<file path="src/rtl/adc_conversion_scheduler_if.sv">
// Handshake between the conversion scheduler and the AD7685 serial interface block.
// The scheduler issues cnv_start; the interface block returns busy, valid and result.
interface adc_conversion_scheduler_if;
  logic        cnv_start;
  logic        busy;
  logic        valid;
  logic [15:0] result;

  modport master (output cnv_start, input busy, valid, result);
  modport slave  (input cnv_start, output busy, valid, result);
endinterface

</file>
<file path="src/rtl/adc_conversion_scheduler.sv">
// Periodic/single-shot conversion sequencer for the AD7685 interface.
// Each result is awaited with a timeout, and 2^n results are averaged into one output word.
module adc_conversion_scheduler #(
  parameter int PERIOD_W = 16,
  parameter int TIMEOUT  = 1000
) (
  input  logic                clk,
  input  logic                rst,
  input  logic                enable,
  input  logic [PERIOD_W-1:0] period,
  input  logic [2:0]          avg_log2,
  input  logic                single,
  input  logic                clr_err,
  adc_conversion_scheduler_if.master adc,
  output logic [15:0]         avg_data,
  output logic                avg_valid,
  output logic                active,
  output logic                overrun,
  output logic                timeout_err
);
  localparam int TMO_W = $clog2(TIMEOUT + 1);

  typedef enum logic {IDLE, WAIT} state_t;
  state_t state, state_next;

  logic [PERIOD_W-1:0] cnt;
  logic [TMO_W-1:0]    tmo_cnt;
  logic [22:0]         acc;
  logic [7:0]          count;
  logic [2:0]          avg_n;
  logic                cnv_start;

  logic        tick, trigger, launch, drop_tick, accept, timed_out, block_done;
  logic [22:0] sum, shifted;
  logic [7:0]  count_inc;

  assign tick       = enable && (cnt == '0);
  assign trigger    = enable ? tick : single;
  assign sum        = acc + {7'd0, adc.result};
  assign count_inc  = count + 8'd1;
  assign block_done = (count_inc == (8'd1 << avg_n));
  assign shifted    = sum >> avg_n;

  always_ff @(posedge clk) begin
    if (rst) state <= IDLE;
    else     state <= state_next;
  end

  // A VALID in the last allowed cycle still wins over the timeout.
  always_comb begin
    state_next = state;
    launch     = 1'b0;
    drop_tick  = 1'b0;
    accept     = 1'b0;
    timed_out  = 1'b0;
    active     = 1'b0;
    case (state)
      IDLE: begin
        if (trigger) begin
          if (!adc.busy) begin
            launch     = 1'b1;
            state_next = WAIT;
          end else begin
            drop_tick = tick;
          end
        end
      end
      WAIT: begin
        active    = 1'b1;
        drop_tick = tick;
        if (adc.valid) begin
          accept     = 1'b1;
          state_next = IDLE;
        end else if (tmo_cnt == TMO_W'(TIMEOUT)) begin
          timed_out  = 1'b1;
          state_next = IDLE;
        end
      end
      default: state_next = IDLE;
    endcase
  end

  always_ff @(posedge clk) begin
    if (rst) begin
      cnt         <= '0;
      tmo_cnt     <= '0;
      acc         <= '0;
      count       <= '0;
      avg_n       <= '0;
      cnv_start   <= 1'b0;
      avg_data    <= '0;
      avg_valid   <= 1'b0;
      overrun     <= 1'b0;
      timeout_err <= 1'b0;
    end else begin
      if (!enable)         cnt <= '0;
      else if (cnt == '0)  cnt <= period;
      else                 cnt <= cnt - PERIOD_W'(1);

      cnv_start <= launch;
      avg_valid <= 1'b0;

      if (launch)             tmo_cnt <= '0;
      else if (state == WAIT) tmo_cnt <= tmo_cnt + TMO_W'(1);

      // Block size is frozen when the first conversion of a block is launched.
      if (launch && count == 8'd0) avg_n <= avg_log2;

      if (accept) begin
        if (block_done) begin
          avg_data  <= shifted[15:0];
          avg_valid <= 1'b1;
          acc       <= '0;
          count     <= '0;
        end else begin
          acc   <= sum;
          count <= count_inc;
        end
      end else if (timed_out) begin
        acc   <= '0;
        count <= '0;
      end

      if (drop_tick)    overrun <= 1'b1;
      else if (clr_err) overrun <= 1'b0;

      if (timed_out)    timeout_err <= 1'b1;
      else if (clr_err) timeout_err <= 1'b0;
    end
  end

  assign adc.cnv_start = cnv_start;
endmodule

</file>
<file path="src/flat_wrapper.sv">
// flat-port wrapper written by rule: the top's interface ports become plain ports
module adc_conversion_scheduler_flat 
#(
  parameter int PERIOD_W = 16,
  parameter int TIMEOUT  = 1000
)
  (clk, rst, enable, period, avg_log2, single, clr_err, avg_data, avg_valid, active, overrun, timeout_err, adc_cnv_start, adc_busy, adc_valid, adc_result);
  adc_conversion_scheduler_if adc_i ();
  input  logic clk;
  input  logic rst;
  input  logic enable;
  input  logic [PERIOD_W-1:0] period;
  input  logic [2:0] avg_log2;
  input  logic single;
  input  logic clr_err;
  output logic [15:0] avg_data;
  output logic avg_valid;
  output logic active;
  output logic overrun;
  output logic timeout_err;
  output wire logic [$bits(adc_i.cnv_start)-1:0] adc_cnv_start;
  input wire logic [$bits(adc_i.busy)-1:0] adc_busy;
  input wire logic [$bits(adc_i.valid)-1:0] adc_valid;
  input wire logic [$bits(adc_i.result)-1:0] adc_result;
  assign adc_cnv_start = adc_i.cnv_start;
  assign adc_i.busy = adc_busy;
  assign adc_i.valid = adc_valid;
  assign adc_i.result = adc_result;
  adc_conversion_scheduler #(.PERIOD_W(PERIOD_W), .TIMEOUT(TIMEOUT)) u_core (.clk(clk), .rst(rst), .enable(enable), .period(period), .avg_log2(avg_log2), .single(single), .clr_err(clr_err), .adc(adc_i), .avg_data(avg_data), .avg_valid(avg_valid), .active(active), .overrun(overrun), .timeout_err(timeout_err));
endmodule
</file>
<file path="config.mk">
export PLATFORM = sky130hd
export DESIGN_NAME = adc_conversion_scheduler_flat
export DESIGN_NICKNAME = d
export VERILOG_FILES = /design/src/rtl/adc_conversion_scheduler_if.sv /design/src/rtl/adc_conversion_scheduler.sv /design/src/flat_wrapper.sv
export SDC_FILE = /design/constraint.sdc
export NUM_CORES = 1
export LEC_CHECK = 0
export CORE_MARGIN = 2
export CORE_UTILIZATION = 30
export CTS_CLUSTER_DIAMETER = 80
export DETAILED_ROUTE_END_ITERATION = 6
export HOLD_SLACK_MARGIN = 0.02
export SLEW_MARGIN = 5
export SYNTH_ARGS = -nofsm -noshare
export SYNTH_HDL_FRONTEND = slang
export SYNTH_SLANG_ARGS = --single-unit
</file>
<file path="constraint.sdc">
create_clock -name clk -period 7.25 [get_ports clk]
set_clock_uncertainty 0.15 [all_clocks]
set_input_delay 1.45 -clock clk [delete_from_list [all_inputs] [get_ports clk]]
set_output_delay 1.45 -clock clk [all_outputs]
set_load 0.005 [all_outputs]
</file>
==> impl_metrics.yaml <==
sta:
  worst_pin_slew_ns: 0.972
  finalSetupTns_ns: 0
  setup_viol: 0
  worst_slack_ns: 2.64
  min_period_over_period_pct: 63.6
  max_freq_mhz: 217
  drv_slew: 0
  hold_viol: 0
  rsz0062_at_grt: "no"
  post-route-min-period_ns: 4.61
  relSlewSlack_pct: 35.2
drt:
  viasPerCell: 5.32
  post_drt_wl_per_cell_um: 15.3
  firstDrtPassIters: 5
  vias: 4978
  wl_um: 14300
  drtIter0Drc: 339
  drcViolationCount: 0
  ant_nets: 0
final_layout:
  seq_area_um2: 1620
  final_nets: 767
  multi_input_area_um2: 3570
  n_antenna_cell: 0
  stdcell_area_um2: 6530
  fin_util_pct: 36.6
  nFillCells: 1833
  syn_to_final_growth_pct: 20.8
  drive_gt1_share_pct: 7.22
global_routing:
  grt_pass1_vias: 4773
  grt-ovfl-total: 0
  grt_pass1_wl_um: 23900
  antenna_found_initial: 0
  groute.usage.overall_pct: 15.1
  grt_start_max_net_pins: 48
placement:
  dp_hpwl_um: 10500
  io_buffers: 62
  placed_area_um2: 6220
  gp_congestion: 0.862
  pre_cts_ws_ns: 2.29
critical_path:
  crit_type: "input port to flip-flop"
  crit_path_frequent_cell: "nand2b_1"
  worst-path-buf-inv: 2
  start_kind: "input port"
  path_delay_family: "compound AO/OA/AOI/OAI gates"
  slowest_delay_ns: 0.51
  worstPathRequired_ns: 7.38
  critPathSlowestCell: "mux4_2"
  critPathArrivalTime_ns: 4.74
  path_cells: "clkdlybuf4s50_1 > ha_1 > inv_1 > fa_1 > nand2b_1 > a21oi_1 > o21ai_1 > a311oi_1 > xnor2_1 > mux4_2 > nand2b_1 > a31oi_1"
  end_kind: "flip-flop"
  cp_max_fo: 5
clock_network:
  clock_latency_ns: 0.34
  cts_hold_buf: 0
  htree_levels: 3
  cts_setup_buffers: 0
  cts_resized: 0
  cts_tree: "yes"
  clock_sinks: 81
  root_buffer: "clkbuf_16"
  path_clk_slew_ns: 0.06
  cts_buffers: 9
  clock_path_buffers: 2
synth:
  synth_ff_type: "dfxtp_1"
  synth.cell_area_um2: 5410
  synth-seq-area-share_pct: 30.0
  yosysTopAreaCellShare_pct: 30.0
  async_reset_ff_share_pct: 0
  ys_top_cells_by_count: "nor2_1 (89), dfxtp_1 (81), a21oi_1 (42)"
  synth_warnings: 0
  yosysMostFrequentCell: "nor2_1"
  avgSynthCellArea_um2: 8.19
  yosysTopAreaCell: "dfxtp_1"
  syn-num-nets: 725
  synthTopCellsByArea: "dfxtp_1 (30%), nor2_1 (6.2%), ha_1 (5.1%)"
  synth_edf_count: 0
  synth_seq_cells: 81
  netlist_instances: 660
  synth_cell_types: 69
die:
  die_w_um: 138
  dieArea_um2: 19100
  die_h_um: 138
  core-area_um2: 17800
  io_pins: 63
  rows: 49
  start_util_pct: 30.3
status:
  status: "finished, final reports clean"
power_and_ir_drop:
  leakagePower_nw: 2.36
  p_per_area_nw_per_um2: 249
  p_total_mw: 1.63
  max-vdd-ir-drop_uv: 236
min_path:
  hold_path.class: "flip-flop to flip-flop"
job:
  maxCapViolations: 0
==> logic make-up (layout without fill, tap and decap cells) <==
logic type                 after synthesis  after routing  share of synthesized area (%)
DFF                                     81             81                           30.0
buffers and inverters                   57            103                           4.12
AOI/OAI and AO/OA                      185            185                           23.9
xor gates and xnor gates                46             46                           7.45
adders and majority gates               23             23                           5.46
muxes                                   27             27                           7.13
and+or+nand+nor                        241            241                           22.0
==> final timing paths <==
kind	slack, ns	from	to	cells after the start
worst max-delay path	2.64	adc_result[0]	u_core.avg_data[11]	12
worst min-delay path	0.31	u_core.cnt[0]	u_core.cnt[0]	1
worst max register to register	3.62	u_core.avg_n[0]	u_core.avg_data[15]	9
worst min register to register	0.31	u_core.cnt[0]	u_core.cnt[0]	1
==> where the power goes <==
group	total [mW]	leakage, nW	internal [mW]	switching (mW)
combinational	0.586	1.56	0.254	0.333
clock	0.488	0.149	0.300	0.189
sequential	0.553	0.656	0.499	0.0544
total	1.63	2.36	1.05	0.576
==> cell usage in the layout (no fill, tap or decap), types with 5 or more instances in the layout <==
master / synthesis / final
a211oi_1: 28 / 27
a21o_1: 9 / 9
a21oi_1: 42 / 42
a22oi_1: 16 / 16
a2bb2oi_1: 5 / 5
a311oi_1: 5 / 5
and3_1: 7 / 7
buf_4: 0 / 7
clkbuf_16: 0 / 9
clkdlybuf4s50_1: 0 / 61
dfxtp_1: 81 / 81
ha_1: 22 / 22
inv_1: 18 / 18
mux2i_1: 16 / 16
mux4_2: 9 / 9
nand2_1: 40 / 40
nand2b_1: 10 / 10
nand3_1: 22 / 22
nand3b_1: 8 / 8
nand4_1: 5 / 5
nor2_1: 89 / 89
nor3_1: 18 / 18
nor3b_1: 5 / 5
nor4_1: 5 / 5
o211ai_1: 5 / 5
o21ai_0: 22 / 21
o21ai_1: 8 / 8
or3_1: 6 / 6
xnor2_1: 26 / 26
xor2_1: 20 / 20
==> cell type report <==
cell class              instances  area share, %
well taps                     229           4.39
inverters                      19           1.09
clock inverters                 5           1.25
repair buffers                 69           10.2
flip-flops and latches         81           24.8
multi-input cells             522           54.7
clock buffers                  10           3.51
==> state kept, by name, indices dropped and copies added (netlist names) <==
| register | cells |
|---|---|
| u_core.acc | 23 |
| u_core.avg_data | 16 |
| u_core.cnt | 16 |
| u_core.tmo_cnt | 10 |
| u_core.count | 8 |
| u_core.avg_n | 3 |
| u_core.adc.cnv_start | 1 |
| u_core.avg_valid | 1 |
| u_core.overrun | 1 |
| u_core.state | 1 |
| u_core.timeout_err | 1 |
==> stage by stage <==
| step | hold slack [ns] | instances |
|---|---|---|
| after floorplan | 0.278 | 660 |
| after global placement | 0.298 | 920 |
| after detailed placement | 0.302 | 920 |
| after CTS | 0.311 | 935 |
| after global routing | 0.357 | 935 |
| final | 0.311 | 935 |
==> layer usage <==
metal	wire length [um]	vias to the layer above	part of all wire [%]	global-route usage, %
li1	-	2507	-	-
met4	293	0	2.0	6.34
met3	568	23	4.0	2.81
met5	0	-	0	0
met1	7260	2326	51	21.0
met2	6210	122	43	22.9
Note: power is estimated with default switching activity, not from simulation.
